===== config.mk =====
export PLATFORM = sky130hd
export DESIGN_NAME = read_b_out
export DESIGN_NICKNAME = d
export VERILOG_FILES = /design/src/rtl/bft_pkg.sv /design/src/rtl/read_b_out.sv
export SDC_FILE = /design/constraint.sdc
export NUM_CORES = 1
export LEC_CHECK = 0
export CAP_MARGIN = 10
export CORE_MARGIN = 8
export CORE_UTILIZATION = 63
export DETAILED_ROUTE_END_ITERATION = 7
export DONT_BUFFER_PORTS = 1
export GPL_TIMING_DRIVEN = 0
export PLACE_DENSITY_LB_ADDON = 0.1
export SYNTH_ARGS = -nofsm -noshare
export SYNTH_HDL_FRONTEND = slang
export SYNTH_SLANG_ARGS = --single-unit
export TNS_END_PERCENT = 1

===== constraint.sdc =====
create_clock -name clk -period 2.29 [get_ports clk]
set_clock_uncertainty 0.05 [all_clocks]
set_input_delay 0.458 -clock clk [delete_from_list [all_inputs] [get_ports clk]]
set_output_delay 0.458 -clock clk [all_outputs]
set_load 0.01 [all_outputs]

===== src/rtl/bft_pkg.sv =====
// Shared BFT definitions: default field widths and the drain FSM state encoding.
package bft_pkg;

  localparam int DEF_NUM_PORT_BITS = 4;
  localparam int DEF_PAYLOAD_BITS  = 64;
  localparam int DEF_NUM_ADDR_BITS = 7;

  typedef enum logic [2:0] {
    S_IDLE = 3'd0,
    S_RD   = 3'd1,
    S_LAT  = 3'd2,
    S_SEND = 3'd3,
    S_FIN  = 3'd4
  } rbo_state_t;

endpackage


===== src/rtl/read_b_out.sv =====
// read_b_out: drains a range of words from an external BRAM and emits one
// BFT packet per word, honouring out_ack backpressure.
// Optional build macro: READ_B_OUT_SKIP_INVALID_EN -- when defined, words whose
// stored valid bit (doutb MSB) is 0 are skipped instead of being sent.
//
// state | meaning
// ------+--------------------------------------------------------------
// IDLE  | waiting for start
// RD    | BRAM read issued at addr
// LAT   | BRAM data arrives, captured into data_q
// SEND  | packet presented, held until out_ack
// FIN   | one-cycle done pulse, then back to IDLE
module read_b_out
  import bft_pkg::*;
#(
  parameter int NUM_PORT_BITS = DEF_NUM_PORT_BITS,
  parameter int PAYLOAD_BITS  = DEF_PAYLOAD_BITS,
  parameter int NUM_ADDR_BITS = DEF_NUM_ADDR_BITS,
  parameter int PORT_No       = 2
) (
  input  logic                     clk,
  input  logic                     reset,
  input  logic                     start,
  input  logic [NUM_ADDR_BITS-1:0] start_addr,
  input  logic [NUM_ADDR_BITS:0]   num_words,
  output logic                     enb,
  output logic [NUM_ADDR_BITS-1:0] addrb,
  input  logic [PAYLOAD_BITS:0]    doutb,
  output logic [NUM_PORT_BITS-1:0] out_port,
  output logic [NUM_ADDR_BITS-1:0] out_addr,
  output logic                     out_vld,
  output logic [PAYLOAD_BITS-1:0]  out_payload,
  input  logic                     out_ack,
  output logic                     busy,
  output logic                     done
);

  localparam logic [NUM_ADDR_BITS:0] CNT_ONE = {{NUM_ADDR_BITS{1'b0}}, 1'b1};

  rbo_state_t                 state_q, state_d;
  logic [NUM_ADDR_BITS-1:0]   addr_q, addr_d;
  logic [NUM_ADDR_BITS:0]     cnt_q, cnt_d;
  logic [PAYLOAD_BITS-1:0]    data_q, data_d;
  logic                       advance;

`ifndef READ_B_OUT_SKIP_INVALID_EN
  // Stored valid bit only matters when invalid words are skipped.
  logic unused_vld;
  assign unused_vld = doutb[PAYLOAD_BITS];
`endif

  // State, address, count and captured data registers with synchronous reset.
  always_ff @(posedge clk) begin
    if (!reset) begin
      state_q <= S_IDLE;
      addr_q  <= '0;
      cnt_q   <= '0;
      data_q  <= '0;
    end else begin
      state_q <= state_d;
      addr_q  <= addr_d;
      cnt_q   <= cnt_d;
      data_q  <= data_d;
    end
  end

  // Next-state logic; "advance" moves to the next word after a send or skip.
  always_comb begin
    state_d = state_q;
    addr_d  = addr_q;
    cnt_d   = cnt_q;
    data_d  = data_q;
    advance = 1'b0;
    case (state_q)
      S_IDLE: begin
        if (start) begin
          if (num_words == '0) begin
            state_d = S_FIN;
          end else begin
            addr_d  = start_addr;
            cnt_d   = num_words;
            state_d = S_RD;
          end
        end
      end
      S_RD: state_d = S_LAT;
      S_LAT: begin
        data_d = doutb[PAYLOAD_BITS-1:0];
`ifdef READ_B_OUT_SKIP_INVALID_EN
        if (!doutb[PAYLOAD_BITS]) advance = 1'b1;
        else                      state_d = S_SEND;
`else
        state_d = S_SEND;
`endif
      end
      S_SEND: if (out_ack) advance = 1'b1;
      S_FIN:  state_d = S_IDLE;
      default: state_d = S_IDLE;
    endcase
    if (advance) begin
      addr_d  = addr_q + {{(NUM_ADDR_BITS-1){1'b0}}, 1'b1};
      cnt_d   = cnt_q - CNT_ONE;
      state_d = (cnt_q > CNT_ONE) ? S_RD : S_FIN;
    end
  end

  // Outputs decoded from state; packet fields read zero when not valid.
  always_comb begin
    enb         = (state_q == S_RD);
    addrb       = (state_q == S_RD) ? addr_q : '0;
    out_vld     = (state_q == S_SEND);
    out_port    = (state_q == S_SEND) ? NUM_PORT_BITS'(PORT_No) : '0;
    out_addr    = (state_q == S_SEND) ? addr_q : '0;
    out_payload = (state_q == S_SEND) ? data_q : '0;
    busy        = (state_q != S_IDLE);
    done        = (state_q == S_FIN);
  end

endmodule


### After elaboration in Yosys (flattened, before gate mapping)

Cells that the tools add are included.

* logic and storage cells: 40
* bits of input ports: 84
* output and inout bits: 86
* bits in registers: 82

* reduce and logical (&&, ||, !) cells: 7
* mux-type cells: 19
* $lt $le $gt $ge: 1
* eq/ne operators: 7
* add/subtract/negate cells: 2

Operators by type and width (count)
* 64-bit two-way mux: 1
* 7-bit two-way mux: 6
* 8-bit two-way mux: 4
* 3-bit two-way mux: 4
* 3-bit one-hot mux with 4 select lines: 1
* 8-bit by 1-bit greater-than comparator with 1-bit output, second input constant: 1
* 8-bit logical NOT: 1
* 8-bit by 1-bit subtractor with 8-bit output, second input constant: 1
* 7-bit by 1-bit adder with 7-bit output, second input constant: 1
* 3-bit by 2-bit equality test with 1-bit output, second input constant: 2
* 2-bit nonzero test: 2
* 3-bit by 1-bit equality test with 1-bit output, second input constant: 1
* 3-bit equality test, second input constant: 1
* 3-bit logical NOT: 1
* 3-bit inequality test, second input constant: 1
* 3-bit AND reduction: 1
* 3-bit nonzero test: 1
* 1-bit two-way mux: 2
* 2-bit two-way mux: 1
* 2-bit by 1-bit inequality test with 1-bit output, second input constant: 1
* 2-bit inequality test, second input constant: 1
* 2-bit AND reduction: 1

### Logic depth before layout (Yosys ltp)

Gate-level depths: netlist (run 1).

* depth in word-level cells: 5
* mapped depth: 7
* gate-level depth less buffers: 6

### Least setup slack after synthesis (run 1)

No wires, ideal clock.

* path kind: register to output
* start: reg state_q[0]
* end: out out_payload[54]
* path slack: 0.361 ns
* stages on the path, launching flop included: 6
* data arrival time: 1.421 ns
* path buffers: 3
* data required time: 1.782 ns
* path through: dfxtp_1 > buf_6 > and3b_1 > clkbuf_1 > clkbuf_1 > and2_1

* longest elaborated chain between the ends: 2

Ends and longest elaborated chain
* start: declaration: line read_b_out.sv:40 `rbo_state_t state_q, state_d;`
* start signal: assignment: line read_b_out.sv:60 `state_q <= state_d;`
* 3-bit by 2-bit equality test with 1-bit output
* net out_vld: line read_b_out.sv:31 `output logic out_vld,`
* 64-bit two-way mux: line read_b_out.sv:114 `out_payload = (state_q == S_SEND) ? data_q : '0;`
* end: declaration: line read_b_out.sv:32 `output logic [PAYLOAD_BITS-1:0] out_payload,`

The timed path passes the listed nets, and every way through them passes these cells.

### Final worst setup path (run 1)

* start: reg state_q[0]
* end: out out_payload[61]

Same word-level chain as after synthesis.

==> summary.md, run 1 <==
| Metric | Value |
|---|---|
| Die area | between 8000 and 9000 sq um |
| Syn Inst Count | 496 |
| R2r setup slk | about 0.45 ns |
| CP delay by family, top | buffers and inverters |
| Largest fanout on the critical path | 11 |
| Place WS | -0.0284 ns |
| Slew margin rel. | 64.0% |
| Synth-to-Final Area Change | 8.83% |
| Top_reg_cell synth | dfxtp_1 |
| Final GP Congestion | around 0.9 |
| CP required | about 1.8 ns |
| Cell area after synthesis | between 3000 and 4000 sq um |
| CTS buffer count | 9 |
| Final wirelength | around 10 mm |
| CTS tree | done |
| Internal power | between 2 and 2.5 mW |
| Largest net degree at the start of global routing | 15 |
| EDFF count, synth | 0 |
| NumNets Final | slightly below 600 |
| Top-count cell post-synth | nand2_1 |
| List of most frequent post-synthesis cells | nand2_1, dfxtp_1, and2_1 |
| Ports | 170 |
| Crit path launch type | register |
| Fmax | between 0.4 and 0.5 GHz |
| Worst-path clk slew | roughly 0.080 ns |
| Ys async rst share | 0% |
| GRT Residual Overflow | 0 |
| Clock sink total | 82 |
| Top cell type by total area after synthesis | dfxtp_1 |
| #FFs+latches synth | 82 |
| Final Power | about 3.2 mW |
| Global-route wire length before repair | approximately 16 mm |
| Hold EP | state_q[1]$_SDFFE_PN0P_ |
| Ranking of synthesized cells by area | dfxtp_1, nand2_1, and2_1 |
| Tot GR Track Use | between 20% and 30% |
| Max VDD drop | 0.488 mV |
| Worst reg2reg path startpoint | state_q[0]$_SDFFE_PN0P_ |
| DPL Wire Length | ~7.7 mm |
| Final hold vios | 0 |
| Pwr Density | 766 nW/um^2 |
| Worst slew pin tran | roughly 0.54 ns |
| Vias | 3324 |
| Final worst-path cycle share | ~95% |
| Worst hold path type | in2reg |
| H-tree depth | 3 |
| Clock Latency Late Sink | about 0.34 ns |
| Minimum clock period | between 2 and 2.5 ns |
| Avg WL per Cell | about 17 um |
| Fill cells | 528 |
| Ys Warns | 0 |
| Initial antenna violation count | 0 |
| Vias in the first global route | roughly 3200 |
| Clock buffer depth | 2 |
| Std-Cell Rows | 28 |
| Layout Cell Area excl Fill | slightly above 4000 sq um |
| Status | finished, final reports clean |
| Switching Power | approximately 960 uW |
| Final design utilization | between 70% and 80% |
| Worst hold slack | around 0.17 ns |
| Hold path depth | 1 |
| Sw Share | between 30% and 40% |
| Sequential fraction of the synthesis area | 43.1% |
| Die Span Y | between 90 and 100 um |
| Initial Utilization | between 60% and 70% |
| Max-slew violations | 0 |
| Gate power share | approximately 17% |
| CP max stage cell | dfxtp_1 |
| N_diodes | 0 |
| Share of the synthesized area in the top cell type | 43.1% |
| Worst EP arrival | approximately 1.7 ns |
| Sequential share of power | around half |
| Vias per Instance | ~5.6 |
| Critical Path Max Stage Delay | about 0.40 ns |
| Clock power frac | ~31% |
| Dpl cell area | 3910 sq um |
| RSZ-0062 raised after global routing | no |
| Reg2Reg Depth | 7 |
| Setup WS post-layout | ~0.12 ns |
| Hold Path Origin | out_ack |
| Post CTS Setup Buffer Count | 0 |
| Setup crit end kind | primary output |
| Crit path cell chain | buf_6, and3b_1, buf_4, buf_4, and2_1 |
| Root Buffer | clkbuf_8 |
| Synth cell types | 47 |
| Die X-Extent | about 94 um |
| PortBufs | 0 |
| Multi-input logic area | approximately 2000 sq um |
| Layout cells sized above 1 | 9.34% |
| Initial DRT Pass Iterations | 4 |
| DRT iter0 DRCs | 114 |
| # DRC | 0 |
| Antenna Nets Post-Route | 0 |
| Most frequent CP cell | buf_4 |
| Max Cap Violations | 0 |
| Lkg Pwr | about 1.6 nW |
| Core Area | between 5000 and 6000 sq um |
| Mean Syn Cell Area | a little under 8 sq um |
| Register Area | ~1600 sq um |
| Crit Path Category | reg2out |
| Crit path buf inv count | 3 |
| Worst reg2reg path endpoint | addr_q[2]$_SDFFE_PN0P_ |
| Final setup fails | 0 |
registers in the layout (all words and copies together), names as in the netlist:
signal / cells
data_q: 64
cnt_q: 8
addr_q: 7
state_q: 3
layout make-up:
type / count / share of cell area (%)
clock buffers: 11 / 3.65
well taps: 75 / 2.26
inverters: 3 / 0.271
plain buffers: 39 / 5.01
multi-input cells: 374 / 48.4
flip-flops and latches: 82 / 39.6
clock inverters: 5 / 0.844
routing by layer:
| metal | up-vias | routed length, um | track usage, % |
|---|---|---|---|
| met1 | 1507 | 3920 | 25.7 |
| met3 | 25 | 1060 | 9.11 |
| met2 | 132 | 4770 | 35.6 |
| met5 | - | 0 | 0 |
| met4 | 0 | 308 | 10.7 |
| li1 | 1660 | - | - |
worst max-delay path by stage:
| stage | startpoint | endpoint | cells past startpoint |
|---|---|---|---|
| after floorplan | state_q[0]$_SDFFE_PN0P_ | out_payload[54] | 5 |
| after global placement | state_q[0]$_SDFFE_PN0P_ | out_payload[59] | 5 |
| after detailed placement | state_q[0]$_SDFFE_PN0P_ | out_payload[59] | 5 |
| after CTS | state_q[2]$_SDFFE_PN0P_ | out_payload[59] | 4 |
| after global routing | state_q[0]$_SDFFE_PN0P_ | out_payload[51] | 5 |
| final | state_q[0]$_SDFFE_PN0P_ | out_payload[61] | 5 |
stage by stage:
stage          setup TNS, ns  cells
4_1_cts                    0    589
3_5_place_dp          -0.157    573
5_1_grt                    0    589
2_1_floorplan              0    498
3_3_place_gp       -0.000424    573
6_report                   0    589
logic make-up (layout without fill, tap and decap cells):
kind of cell | Yosys count | after routing | share of synthesized area, %
flops | 82 | 82 | 43.1
mux | 2 | 2 | 0.525
buf+inv | 42 | 58 | 4.96
fa+ha+maj | 3 | 3 | 0.985
xor+xnor | 2 | 2 | 0.460
other cells | 1 | 3 | 0.0984
compound gates | 100 | 100 | 15.4
simple gates | 264 | 264 | 34.6
placed cells by master, fill, tap and decap left out, types with 3 or more instances in the layout:
cell type | Yosys | layout
nor3_1 | 6 | 6
a31oi_1 | 5 | 5
conb_1 | 1 | 3
a21oi_1 | 72 | 72
o21ai_0 | 4 | 4
buf_4 | 6 | 9
ha_1 | 3 | 3
inv_1 | 3 | 3
nand3_1 | 9 | 9
nand2_1 | 136 | 136
nor2_1 | 13 | 13
buf_1 | 6 | 6
clkbuf_8 | 0 | 11
clkbuf_4 | 0 | 5
and2_1 | 81 | 76
clkbuf_1 | 25 | 17
and2_4 | 0 | 5
dfxtp_1 | 82 | 81
power by group through the flow:
stage	registers, mW	clock network, mW	logic (mW)
2_1_floorplan	1.65	0	0.433
3_3_place_gp	1.67	0	0.526
3_5_place_dp	1.67	0	0.541
4_1_cts	1.64	0.996	0.549
5_1_grt	1.66	1.06	0.625
6_report	1.64	0.983	0.550
worst register-to-register path: cells and delay by family, from the launching register on:
family / cells / cell delay [ns]
AOI/OAI and AO/OA: 3 / 0.32
DFF: 1 / 0.40
and+or+nand+nor: 1 / 0.18
buffers and inverters: 3 / 0.80
repair_timing:
action                     in CTS  in global routing
pin swaps                       0                  0
hold buffers                    0                  0
setup endpoints to repair      80                 70
gates resized for setup        10                 23
Power figures use the tool's default switching activity.
==> run 2, diff against run 1 <==
CORE_ASPECT_RATIO = 1.25   (was default)
CORE_UTILIZATION = 57   (was 63)
clock period = 2 ns   (was 2.29 ns; I/O delays follow)
==> run 2 against run 1 <==
  * The flow now finishes with violations (negative setup slack)
  * Highest routed layer unchanged
  * Via count increased by 1.7%
  * Flip-flop and latch count unchanged
  * Worst setup slack got worse by 0.14 ns
  * First-iteration DRC count increased by 17%
  * Wire length increased by 7.5%
  * Largest power group unchanged
  * Critical path type unchanged
  * Combinational power increased by 37%
  * Clock-buffer cell count decreased by 1
==> summary.md, run 2 (same netlist as run 1, synthesis figures left out) <==
| Metric | Value |
|---|---|
| Die area | about 9600 sq um |
| Max-slew violations | 0 |
| Initial antenna violation count | 0 |
| H-tree depth | 3 |
| RSZ-0062 raised after global routing | yes |
| Ports | 170 |
| Top reg by flops | data_q |
| Vias in the first global route | roughly 3300 |
| Fill cells | about 560 |
| Clock buffer depth | 2 |
| Layout cells sized above 1 | ~26% |
| Post-route setup TNS | -0.0924 ns |
| Hold Path Origin | out_ack |
| Core Area | roughly 6500 sq um |
| Worst-path clk slew | 0.08 ns |
| Critical Path Max Stage Delay | roughly 0.46 ns |
| Initial DRT Pass Iterations | 4 |
| Final Power | about 3.8 mW |
| Crit path cell chain | buf_8, nor3b_4, and2_4 |
| Clock Latency Late Sink | 0.34 ns |
| Setup crit end kind | primary output |
| Fmax | 0.494 GHz |
| Avg WL per Cell | between 15 and 20 um |
| N_diodes | 0 |
| Antenna Nets Post-Route | 0 |
| PortBufs | 0 |
| Worst EP arrival | between 1.5 and 2 ns |
| CP max stage cell | nor3b_4 |
| Final design utilization | about 70% |
| DPL Wire Length | about 7.8 mm |
| Synth-to-Final Area Change | 20.3% |
| Crit Path Category | reg2out |
| Largest register FFs | between 60 and 70 |
| Most frequent cells in the layout | nand2_1, dfxtp_1, and2_4 |
| Max VDD drop | 0.592 mV |
| Status | complete, but fails checks |
| Worst slew pin tran | between 0.5 and 0.6 ns |
| Slew margin rel. | approximately two thirds |
| Lkg Pwr | approximately 1.8 nW |
| Final worst-path cycle share | 101% |
| # DRC | 0 |
| Critical Path Source | state_q[1]$_SDFFE_PN0P_ |
| Commonest non-fill, non-tap cell in the layout | nand2_1 |
| NumNets Final | between 600 and 700 |
| Worst hold path type | in2reg |
| Crit path launch type | register |
| Final GP Congestion | just under 0.9 |
| Crit path buf inv count | 1 |
| Final hold vios | 0 |
| Final wirelength | 10.8 mm |
| Largest regs | data_q x64, cnt_q x8, addr_q x7 |
| Root Buffer | clkbuf_8 |
| Final setup fails | 7 |
| DRT iter0 DRCs | ~130 |
| CTS tree | done |
| Minimum clock period | between 2 and 2.5 ns |
| Largest net degree at the start of global routing | 14 |
| CP required | approximately 1.6 ns |
| CTS buffer count | 9 |
| Violated checks | negative setup slack |
| Max Cap Violations | 0 |
| Clock sink total | slightly above 80 |
| GRT Residual Overflow | 0 |
| Worst hold slack | between 0.1 and 0.15 ns |
| Global-route wire length before repair | ~16 mm |
| CP delay by family, top | simple AND/OR/NAND/NOR gates |
| Setup WS post-layout | -0.0252 ns |
| Pwr Density | between 800 and 900 nW/um^2 |
| Vias | roughly 3400 |
| Tot GR Track Use | 21.7% |
| Die X-Extent | around 89 um |
| Std-Cell Rows | 33 |
| Vias per Instance | about 5.5 |
| Initial Utilization | about three fifths |
| Die Span Y | 107 um |
| Worst reg2reg path startpoint | state_q[0]$_SDFFE_PN0P_ |
| Largest fanout on the critical path | 8 |
[run 2: per-layer routing]
metal	part of all wire, %	up-vias	wire [um]	GRT usage (%)
li1	-	1683	-	-
met4	2.5	0	269	10.1
met3	10	21	1120	9.09
met2	49	116	5310	36.8
met1	38	1559	4130	22.5
met5	0	-	0	0
[run 2: final timing paths]
kind	endpoint	slack [ns]	depth (start not counted)
worst min-delay path	state_q[1]$_SDFFE_PN0P_	0.10	1
worst max register to register	addr_q[3]$_SDFFE_PN0P_	0.12	8
worst max-delay path	addrb[4]	-0.03	3
worst min register to register	data_q[4]$_SDFFE_PN0N_	0.41	2
[run 2: final cells by class]
type | count | area (sq um) | share of cell area [%]
multi-input cells | 374 | 2200 | 48.0
flip-flops and latches | 82 | 1650 | 36.0
plain buffers | 39 | 335 | 7.31
clock buffers | 10 | 138 | 3.00
well taps | 87 | 109 | 2.37
repair buffers | 11 | 88.8 | 1.94
clock inverters | 5 | 55.1 | 1.20
inverters | 3 | 11.3 | 0.245
[run 2: through the flow]
step	worst slack (ns)	cells	area, sq um
final	-0.0252	611	4590
after global routing	-0.0691	611	4590
after CTS	-0.000498	607	4510
after detailed placement	-0.268	585	3930
after global placement	-0.276	585	3930
after floorplan	0.129	498	3820
[run 2: where the power goes]
part / internal [mW] / switching (mW) / total, mW / leakage, nW
registers: 1.78 / 0.108 / 1.89 / 0.670
logic: 0.316 / 0.436 / 0.752 / 1.01
clock network: 0.599 / 0.567 / 1.17 / 0.0941
[run 2: repair_timing]
item                       CTS  global route
hold buffers                 0             0
setup buffers                6             4
setup endpoints to repair   81            84
pin swaps                    6            40
resized for setup          102            19
cloned                       1             0
